### src/rtl/uart_pkg.sv
// Shared UART definitions: receiver state encoding, legal oversampling ratios
// and the parity/majority helpers used by both the RX and TX paths.
package uart_pkg;

    typedef enum logic [2:0] {
        IDLE   = 3'd0,
        START  = 3'd1,
        DATA   = 3'd2,
        PARITY = 3'd3,
        STOP   = 3'd4
    } rx_state_t;

    localparam int PRESC_8   = 8;
    localparam int PRESC_16  = 16;
    localparam int PRESC_32  = 32;

    // Zero-extension does not change XOR parity, so one wide helper serves any data width.
    localparam int PAR_MAX_W = 32;

    function automatic logic par_calc(input logic [PAR_MAX_W-1:0] data, input logic typ);
        return (^data) ^ typ;
    endfunction

    function automatic logic maj3(input logic [2:0] s);
        return (s[0] & s[1]) | (s[0] & s[2]) | (s[1] & s[2]);
    endfunction

endpackage

### src/rtl/uart_rx_if.sv
// Parallel-side and line-side signals of the UART receiver; the driver of the
// serial line and configuration uses master, the receiver uses slave.
interface uart_rx_if #(
    parameter int DATA_WIDTH = 8,
    parameter int PRESCALE_W = 6
);
    logic                  RX_IN;
    logic [PRESCALE_W-1:0] Prescale;
    logic                  PAR_EN;
    logic                  PAR_TYP;
    logic [DATA_WIDTH-1:0] P_DATA;
    logic                  data_valid;
    logic                  par_err;
    logic                  stp_err;

    modport master (
        output RX_IN, Prescale, PAR_EN, PAR_TYP,
        input  P_DATA, data_valid, par_err, stp_err
    );

    modport slave (
        input  RX_IN, Prescale, PAR_EN, PAR_TYP,
        output P_DATA, data_valid, par_err, stp_err
    );
endinterface

### src/rtl/uart_rx_sampler.sv
// Mid-bit 3-sample majority voter: captures the line around the bit centre and
// flags the resolve point two edges after the last sample.
module uart_rx_sampler
    import uart_pkg::*;
#(
    parameter int PRESCALE_W = 6
) (
    input  logic                  clk,
    input  logic                  rst_n,
    input  logic                  rx_in,
    input  logic [PRESCALE_W-1:0] edge_cnt,
    input  logic [PRESCALE_W-1:0] prescale,
    output logic                  sampled_bit,
    output logic                  sample_done
);
    logic [PRESCALE_W-1:0] half_s;
    logic [2:0]            samp_r;

    assign half_s = prescale >> 1'b1;

    // Capture the line on the three edges straddling mid-bit.
    always_ff @(posedge clk or negedge rst_n) begin
        if (!rst_n) begin
            samp_r <= 3'b111;
        end else if (edge_cnt == half_s - PRESCALE_W'(1)) begin
            samp_r[0] <= rx_in;
        end else if (edge_cnt == half_s) begin
            samp_r[1] <= rx_in;
        end else if (edge_cnt == half_s + PRESCALE_W'(1)) begin
            samp_r[2] <= rx_in;
        end else begin
            samp_r <= samp_r;
        end
    end

    assign sampled_bit = maj3(samp_r);
    assign sample_done = (edge_cnt == half_s + PRESCALE_W'(2));

endmodule

### src/rtl/uart_rx.sv
// UART receiver: start detection, per-bit majority sampling, LSB-first
// deserialization and parity/stop checking on a Prescale-oversampled clock.
module uart_rx
    import uart_pkg::*;
#(
    parameter int DATA_WIDTH = 8,
    parameter int PRESCALE_W = 6
) (
    input logic      CLK,
    input logic      RST,
    uart_rx_if.slave bus
);
    localparam int BIT_CNT_W = (DATA_WIDTH > 1) ? $clog2(DATA_WIDTH) : 1;
    localparam logic [BIT_CNT_W-1:0] LAST_BIT = BIT_CNT_W'(DATA_WIDTH - 1);

    rx_state_t             state_r;
    logic [PRESCALE_W-1:0] edge_cnt_r;
    logic [PRESCALE_W-1:0] presc_r;
    logic [BIT_CNT_W-1:0]  bit_cnt_r;
    logic [DATA_WIDTH-1:0] data_r;
    logic [DATA_WIDTH-1:0] p_data_r;
    logic                  par_en_r;
    logic                  par_typ_r;
    logic                  par_fail_r;
    logic                  data_valid_r;
    logic                  par_err_r;
    logic                  stp_err_r;
    logic                  sampled_bit_s;
    logic                  sample_done_s;
    logic                  bit_end_s;
    logic                  exp_par_s;

    assign bit_end_s = (edge_cnt_r == presc_r - PRESCALE_W'(1));
    assign exp_par_s = par_calc(PAR_MAX_W'(data_r), par_typ_r);

    uart_rx_sampler #(
        .PRESCALE_W (PRESCALE_W)
    ) u_sampler (
        .clk         (CLK),
        .rst_n       (RST),
        .rx_in       (bus.RX_IN),
        .edge_cnt    (edge_cnt_r),
        .prescale    (presc_r),
        .sampled_bit (sampled_bit_s),
        .sample_done (sample_done_s)
    );

    // Frame FSM with edge/bit counters, deserializer and registered result pulses.
    always_ff @(posedge CLK or negedge RST) begin
        if (!RST) begin
            state_r      <= IDLE;
            edge_cnt_r   <= '0;
            bit_cnt_r    <= '0;
            presc_r      <= PRESCALE_W'(PRESC_8);
            par_en_r     <= 1'b0;
            par_typ_r    <= 1'b0;
            par_fail_r   <= 1'b0;
            data_r       <= '0;
            p_data_r     <= '0;
            data_valid_r <= 1'b0;
            par_err_r    <= 1'b0;
            stp_err_r    <= 1'b0;
        end else begin
            data_valid_r <= 1'b0;
            par_err_r    <= 1'b0;
            stp_err_r    <= 1'b0;

            if (state_r != IDLE) begin
                edge_cnt_r <= bit_end_s ? '0 : edge_cnt_r + PRESCALE_W'(1);
            end else begin
                edge_cnt_r <= '0;
            end

            case (state_r)
                IDLE: begin
                    if (!bus.RX_IN) begin
                        state_r    <= START;
                        presc_r    <= bus.Prescale;
                        par_en_r   <= bus.PAR_EN;
                        par_typ_r  <= bus.PAR_TYP;
                        par_fail_r <= 1'b0;
                    end else begin
                        state_r <= IDLE;
                    end
                end
                START: begin
                    // A start bit that resolves high was line noise: drop it silently.
                    if (sample_done_s && sampled_bit_s) begin
                        state_r    <= IDLE;
                        edge_cnt_r <= '0;
                    end else if (bit_end_s) begin
                        state_r   <= DATA;
                        bit_cnt_r <= '0;
                    end else begin
                        state_r <= START;
                    end
                end
                DATA: begin
                    if (sample_done_s) begin
                        data_r[bit_cnt_r] <= sampled_bit_s;
                    end
                    if (bit_end_s) begin
                        if (bit_cnt_r == LAST_BIT) begin
                            bit_cnt_r <= '0;
                            state_r   <= par_en_r ? PARITY : STOP;
                        end else begin
                            bit_cnt_r <= bit_cnt_r + BIT_CNT_W'(1);
                        end
                    end
                end
                PARITY: begin
                    if (sample_done_s) begin
                        par_fail_r <= (sampled_bit_s != exp_par_s);
                    end
                    if (bit_end_s) begin
                        state_r <= STOP;
                    end
                end
                STOP: begin
                    if (sample_done_s) begin
                        stp_err_r <= ~sampled_bit_s;
                        par_err_r <= par_fail_r;
                        if (sampled_bit_s && !par_fail_r) begin
                            p_data_r     <= data_r;
                            data_valid_r <= 1'b1;
                        end
                    end
                    // A low line on the last stop edge is the next start bit.
                    if (bit_end_s) begin
                        if (!bus.RX_IN) begin
                            state_r    <= START;
                            presc_r    <= bus.Prescale;
                            par_en_r   <= bus.PAR_EN;
                            par_typ_r  <= bus.PAR_TYP;
                            par_fail_r <= 1'b0;
                        end else begin
                            state_r <= IDLE;
                        end
                    end
                end
                default: begin
                    state_r    <= IDLE;
                    edge_cnt_r <= '0;
                end
            endcase
        end
    end

    assign bus.P_DATA     = p_data_r;
    assign bus.data_valid = data_valid_r;
    assign bus.par_err    = par_err_r;
    assign bus.stp_err    = stp_err_r;

endmodule

### src/flat_wrapper.sv
// flat-port wrapper written by rule: the top's interface ports become plain ports
module uart_rx_flat import uart_pkg::*;
#(
    parameter int DATA_WIDTH = 8,
    parameter int PRESCALE_W = 6
)
  (CLK, RST, bus_RX_IN, bus_Prescale, bus_PAR_EN, bus_PAR_TYP, bus_P_DATA, bus_data_valid, bus_par_err, bus_stp_err);
  uart_rx_if #(.DATA_WIDTH(DATA_WIDTH), .PRESCALE_W(PRESCALE_W)) bus_i ();
  input logic CLK;
  input logic RST;
  input wire logic [$bits(bus_i.RX_IN)-1:0] bus_RX_IN;
  input wire logic [$bits(bus_i.Prescale)-1:0] bus_Prescale;
  input wire logic [$bits(bus_i.PAR_EN)-1:0] bus_PAR_EN;
  input wire logic [$bits(bus_i.PAR_TYP)-1:0] bus_PAR_TYP;
  output wire logic [$bits(bus_i.P_DATA)-1:0] bus_P_DATA;
  output wire logic [$bits(bus_i.data_valid)-1:0] bus_data_valid;
  output wire logic [$bits(bus_i.par_err)-1:0] bus_par_err;
  output wire logic [$bits(bus_i.stp_err)-1:0] bus_stp_err;
  assign bus_i.RX_IN = bus_RX_IN;
  assign bus_i.Prescale = bus_Prescale;
  assign bus_i.PAR_EN = bus_PAR_EN;
  assign bus_i.PAR_TYP = bus_PAR_TYP;
  assign bus_P_DATA = bus_i.P_DATA;
  assign bus_data_valid = bus_i.data_valid;
  assign bus_par_err = bus_i.par_err;
  assign bus_stp_err = bus_i.stp_err;
  uart_rx #(.DATA_WIDTH(DATA_WIDTH), .PRESCALE_W(PRESCALE_W)) u_core (.CLK(CLK), .RST(RST), .bus(bus_i));
endmodule
### config.mk
export PLATFORM = sky130hd
export DESIGN_NAME = uart_rx_flat
export DESIGN_NICKNAME = d
export VERILOG_FILES = /design/src/rtl/uart_pkg.sv /design/src/rtl/uart_rx_if.sv /design/src/rtl/uart_rx_sampler.sv /design/src/rtl/uart_rx.sv /design/src/flat_wrapper.sv
export SDC_FILE = /design/constraint.sdc
export NUM_CORES = 1
export LEC_CHECK = 0
export ABC_CLOCK_PERIOD_IN_PS = 3010
export CAP_MARGIN = 30
export CORE_MARGIN = 3
export CORE_UTILIZATION = 39
export DETAILED_ROUTE_END_ITERATION = 8
export SLEW_MARGIN = 20
export SYNTH_ARGS = -nofsm -noshare
export SYNTH_HDL_FRONTEND = slang
export SYNTH_SLANG_ARGS = --single-unit
### constraint.sdc
create_clock -name CLK -period 3.01 [get_ports CLK]
set_input_delay 0.903 -clock CLK [delete_from_list [all_inputs] [get_ports CLK]]
set_output_delay 0.903 -clock CLK [all_outputs]
set_load 0.005 [all_outputs]
==> flow_results.org, run 1 <==
** Die
- Core footprint :: roughly 6400 um^2
- Total die area :: between 7000 and 8000 um^2
- Ports placed on the boundary :: 22
- From left edge to right edge, the die measures a little under 90 um.
- The floorplan step set the die height to roughly 88 um.
- After floorplanning, the core was divided into 29 placement rows.
- Initial standard-cell utilization of the core :: roughly two fifths

** Timing
- Worst slew margin relative to its limit :: between 50% and 60%
- The number of pins exceeding their max-slew limit in the final report came to 0.
- Subtracting the final worst setup slack from the clock period gives 2.72 ns.
- Setup repair after global routing left no endpoint under its margin.
- Setup tns final :: 0 ns
- Between clock sinks in the finished design, the worst skew comes to about 0.0037 ns.
- Count of endpoints failing hold in the final timing report :: 0
- Final Worst Setup Slack :: roughly 0.29 ns
- Achievable clock frequency :: ~0.37 GHz
- Final setup violation count :: 0
- Transition at the pin with the smallest max-transition slack :: 0.731 ns
- Crit share post-route :: ~90%

** Power and ir drop
- Maximum resistive drop on vdd :: about 0.56 mV
- Psw :: 1.06 mW
- Clock share of power :: about 18%
- Per report_power, the combinational group accounts for ~47% of the total.
- Static Leak :: 1.31 nW
- Per report_power, the sequential group accounts for 35.9% of the total.
- In this run switching power makes up between 30% and 40% of total power.
- Cell area power density :: between 800 and 900 nW/um^2
- The internal portion of the total power is ~1.6 mW.

** Setup path
- The worst register-to-register path ends at u_core.data_r[5]$_DFFE_PN0P_.
- For the worst flop-to-flop path, the logic depth is 7.
- The worst register-to-register path begins at u_core.presc_r[3]$_DFFE_PN1P_.
- The cell family contributing the most delay on the critical path is simple AND/OR/NAND/NOR gates.
- Endpoint kind of the worst setup timing path :: flop
- Flop2flop setup slack :: 0.29 ns
- STA puts the critical path data required time at ~3.2 ns.
- Worst Setup Start Kind :: flop
- Slowest CP cell :: sky130_fd_sc_hd__dfstp_2
- Cell-by-cell trace of the critical path :: ha_1 > nand3b_1 > a221oi_4 > o2111ai_4 > or4_4 > nor3b_2 > mux2_1
- Maximum net fanout on the critical path :: 10
- By startpoint and endpoint, the worst setup path is classified as flop to flop.
- Maximum single-stage delay on the critical path :: ~0.64 ns
- Critical path data arrival time :: slightly below 3 ns
- Together, buffers and inverters on the worst path number 0.

** Clock network
- Root Driver :: sky130_fd_sc_hd__clkbuf_8
- Clock tree from TritonCTS :: built
- CTS buffer count :: 5
- In this run, post-CTS repair resized a total of 0 instances.
- Worst skew pair latency :: around 0.29 ns
- Reg clk slew, reported paths :: ~0.080 ns
- Once the clock tree was built, the setup fixing pass inserted 0 buffers.
- CTS hold repair buffers :: 0
- CTS saw 43 sinks.
- The longest clock path from root to sink contains 2 buffers.
- The clock tree synthesis step divided the H-tree into 2 levels.

** Synth
- Fraction of the yosys area taken by sequential cells :: 41.6%
- Syn nets :: ~260
- Synthesized area per cell :: approximately 11 um^2
- Number of instances in the synthesized netlist :: 237
- Async SR Flop Fraction :: 100%
- The synthesized design contains 0 enable-type register cells.
- In the synthesized netlist the dominant register cell turns out to be sky130_fd_sc_hd__dfrtp_1.
- The Yosys step of the flow raised 0 warnings.
- The mapped netlist covers around 2600 um^2.
- The synthesized design contains between 40 and 50 register bits.
- Counting distinct cell types in the post-synthesis netlist gives just under 50.

** Cells and area
- From synthesis to final layout, the design area changed by 16.4%.
- Fin util :: a little under half
- Final instance area :: 3020 um^2
- The repair_antennas step left the layout with diodes totalling 0.
- The finished layout holds 341 standard cells, fillers aside.
- Storage cell area :: roughly 1100 um^2
- The layout has about 600 filler cells.
- Total area of multi-input combinational cells :: ~1400 um^2
- At the end of the flow, the number of nets in the layout was approximately 280.
- In the final layout, the share of cells above drive strength 1 is a little under a quarter.

** Place
- At the end of routability-driven placement, the weighted congestion stood at approximately 0.9.
- Worst setup slack after placement :: roughly 0.29 ns
- IO Port Bufs :: 21
- Detail Placement HPWL :: about 3800 um
- Cell Area, Placed :: 2910 um^2
- Total placed cells including tap cells :: 333

** Global routing
- All-layer global routing usage :: around 15%
- Number of global-route vias before repair :: approximately 1800
- Global-route wire length before repair :: around 8500 um
- The total overflow left after global routing is 0.
- Largest net degree at the start of global routing :: 22
- Antenna violations before repair :: 0

** Hold path
- The path class of the tightest hold or removal check is input port to asynchronous set/reset pin.

** Route
- For this run, design rule violations remaining after detail routing come to 0.
- Detailed-route vias per instance :: a little over 5
- Routed length per instance :: between 10 and 15 um
- The detailed router finished its first iteration with 33 violations.
- Count of vias placed by the detailed router :: around 1800
- Summed over all layers, the routed wires come to 5030 um.
- Initial DRT Pass Iterations :: 4
- The detail route stage leaves a number of antenna-violating nets equal to 0.

** Status
- Result of the run :: completed

** Run
- The tool flagged a number of max-cap violations equal to 0.
[cell type report]
| type | count | area share, % |
|---|---|---|
| Tap cell | 77 | 3.19 |
| Multi-Input combinational cell | 173 | 46.9 |
| Clock inverter | 2 | 1.16 |
| Clock buffer | 6 | 2.73 |
| Inverter | 10 | 1.24 |
| Timing Repair Buffer | 30 | 9.02 |
| Sequential cell | 43 | 35.7 |
[synth_stat cells, types with 2 or more instances]
| master | count | area, um^2 |
|---|---|---|
| sky130_fd_sc_hd__nor3b_2 | 2 | 25.0 |
| sky130_fd_sc_hd__o21ai_0 | 10 | 50.1 |
| sky130_fd_sc_hd__nor3_2 | 2 | 20.0 |
| sky130_fd_sc_hd__buf_4 | 2 | 15.0 |
| sky130_fd_sc_hd__xnor2_1 | 25 | 219 |
| sky130_fd_sc_hd__a22o_1 | 3 | 26.3 |
| sky130_fd_sc_hd__clkbuf_1 | 4 | 15.0 |
| sky130_fd_sc_hd__inv_1 | 10 | 37.5 |
| sky130_fd_sc_hd__mux2_1 | 2 | 22.5 |
| sky130_fd_sc_hd__xnor2_2 | 2 | 32.5 |
| sky130_fd_sc_hd__a21oi_1 | 2 | 10.0 |
| sky130_fd_sc_hd__o21ba_2 | 2 | 20.0 |
| sky130_fd_sc_hd__dfrtp_1 | 39 | 976 |
| sky130_fd_sc_hd__and3_1 | 2 | 12.5 |
| sky130_fd_sc_hd__xor2_1 | 10 | 87.6 |
| sky130_fd_sc_hd__a31oi_1 | 2 | 12.5 |
| sky130_fd_sc_hd__nor2_1 | 18 | 67.6 |
| sky130_fd_sc_hd__ha_1 | 10 | 125 |
| sky130_fd_sc_hd__dfstp_2 | 4 | 105 |
| sky130_fd_sc_hd__mux2_2 | 25 | 282 |
| sky130_fd_sc_hd__nor2b_1 | 4 | 25.0 |
| sky130_fd_sc_hd__nand3_1 | 6 | 30.0 |
| sky130_fd_sc_hd__nor4_1 | 3 | 18.8 |
| sky130_fd_sc_hd__nand3b_1 | 4 | 30.0 |
| sky130_fd_sc_hd__o21a_1 | 2 | 15.0 |
| sky130_fd_sc_hd__nor3_1 | 6 | 30.0 |
| sky130_fd_sc_hd__buf_2 | 3 | 15.0 |
| sky130_fd_sc_hd__nand2_1 | 12 | 45.0 |
[cells by family after synthesis]
logic type / Yosys count / share of synthesized area (%)
AOI/OAI and AO/OA: 31 / 9.83
xor gates and xnor gates: 37 / 13.1
adders and majority gates: 10 / 4.82
buffers and inverters: 21 / 3.76
DFF: 43 / 41.6
muxes: 28 / 12.1
and+or+nand+nor: 67 / 14.8
[registers in the layout, indices dropped and copies added, names as in the netlist]
| register | count |
|---|---|
| u_core.bus.par_err | 1 |
| u_core.par_en_r | 1 |
| u_core.bus.P_DATA | 8 |
| u_core.presc_r | 6 |
| u_core.bus.stp_err | 1 |
| u_core.data_r | 8 |
| u_core.par_fail_r | 1 |
| u_core.par_typ_r | 1 |
| u_core.bit_cnt_r | 3 |
| u_core.u_sampler.samp_r | 3 |
| u_core.state_r | 3 |
| u_core.edge_cnt_r | 6 |
| u_core.bus.data_valid | 1 |
[power groups by stage]
stage / clock network (mW) / logic (mW) / registers, mW
after floorplan: 0 / 1.10 / 0.847
after global placement: 0 / 1.24 / 0.970
after detailed placement: 0 / 1.25 / 0.978
after CTS: 0.483 / 1.26 / 0.964
after global routing: 0.501 / 1.40 / 0.996
final: 0.469 / 1.24 / 0.960
[placed cells by master (no fill, tap or decap), types with 3 or more instances in the layout]
master                             n
sky130_fd_sc_hd__dfrtp_1          39
sky130_fd_sc_hd__xnor2_1          25
sky130_fd_sc_hd__mux2_2           25
sky130_fd_sc_hd__clkdlybuf4s50_1  20
sky130_fd_sc_hd__nor2_1           18
sky130_fd_sc_hd__nand2_1          12
sky130_fd_sc_hd__inv_1            10
sky130_fd_sc_hd__o21ai_0          10
sky130_fd_sc_hd__xor2_1           10
sky130_fd_sc_hd__ha_1             10
sky130_fd_sc_hd__buf_4             9
sky130_fd_sc_hd__nand3_1           6
sky130_fd_sc_hd__nor3_1            6
sky130_fd_sc_hd__clkbuf_8          6
sky130_fd_sc_hd__nand3b_1          4
sky130_fd_sc_hd__nor2b_1           4
sky130_fd_sc_hd__dfstp_2           4
sky130_fd_sc_hd__nor4_1            3
sky130_fd_sc_hd__a22o_1            3
[worst max path at each step]
stage               slack [ns]  depth (start not counted)                           from                         endpoint
finish                    0.29                          7  u_core.presc_r[3]$_DFFE_PN1P_     u_core.data_r[5]$_DFFE_PN0P_
global route              0.17                          9  u_core.presc_r[2]$_DFFE_PN0P_  u_core.bit_cnt_r[0]$_DFFE_PN0P_
CTS                       0.28                          7  u_core.presc_r[3]$_DFFE_PN1P_     u_core.data_r[5]$_DFFE_PN0P_
detailed placement        0.29                          7  u_core.presc_r[3]$_DFFE_PN1P_     u_core.data_r[5]$_DFFE_PN0P_
global placement          0.34                          7  u_core.presc_r[3]$_DFFE_PN1P_     u_core.data_r[1]$_DFFE_PN0P_
floorplan                 0.31                          9  u_core.presc_r[3]$_DFFE_PN1P_     u_core.data_r[5]$_DFFE_PN0P_
[metrics by stage]
step,hold WS [ns],power (mW)
after global placement,0.491,2.21
after floorplan,0.495,1.95
after detailed placement,0.494,2.22
final,0.459,2.67
after global routing,0.467,2.90
after CTS,0.463,2.70
[per-layer routing]
metal	vias up	global-route usage, %	share of wire (%)
met3	2	3.76	3.1
li1	878	-	-
met2	24	23.8	50
met5	-	0	0
met1	856	19.2	46
met4	0	3.77	0.64
Power figures use the tool's default switching activity.
==> run 2, diff against run 1 <==
--- a/config.mk
+++ b/config.mk
@@ -10,6 +10,7 @@
 export CORE_MARGIN = 3
 export CORE_UTILIZATION = 39
 export DETAILED_ROUTE_END_ITERATION = 8
+export GPL_ROUTABILITY_DRIVEN = 0
 export SLEW_MARGIN = 20
 export SYNTH_ARGS = -nofsm -noshare
 export SYNTH_HDL_FRONTEND = slang
==> results of run 2 <==
Final layout, timing and power as in run 1 (identical DEF).
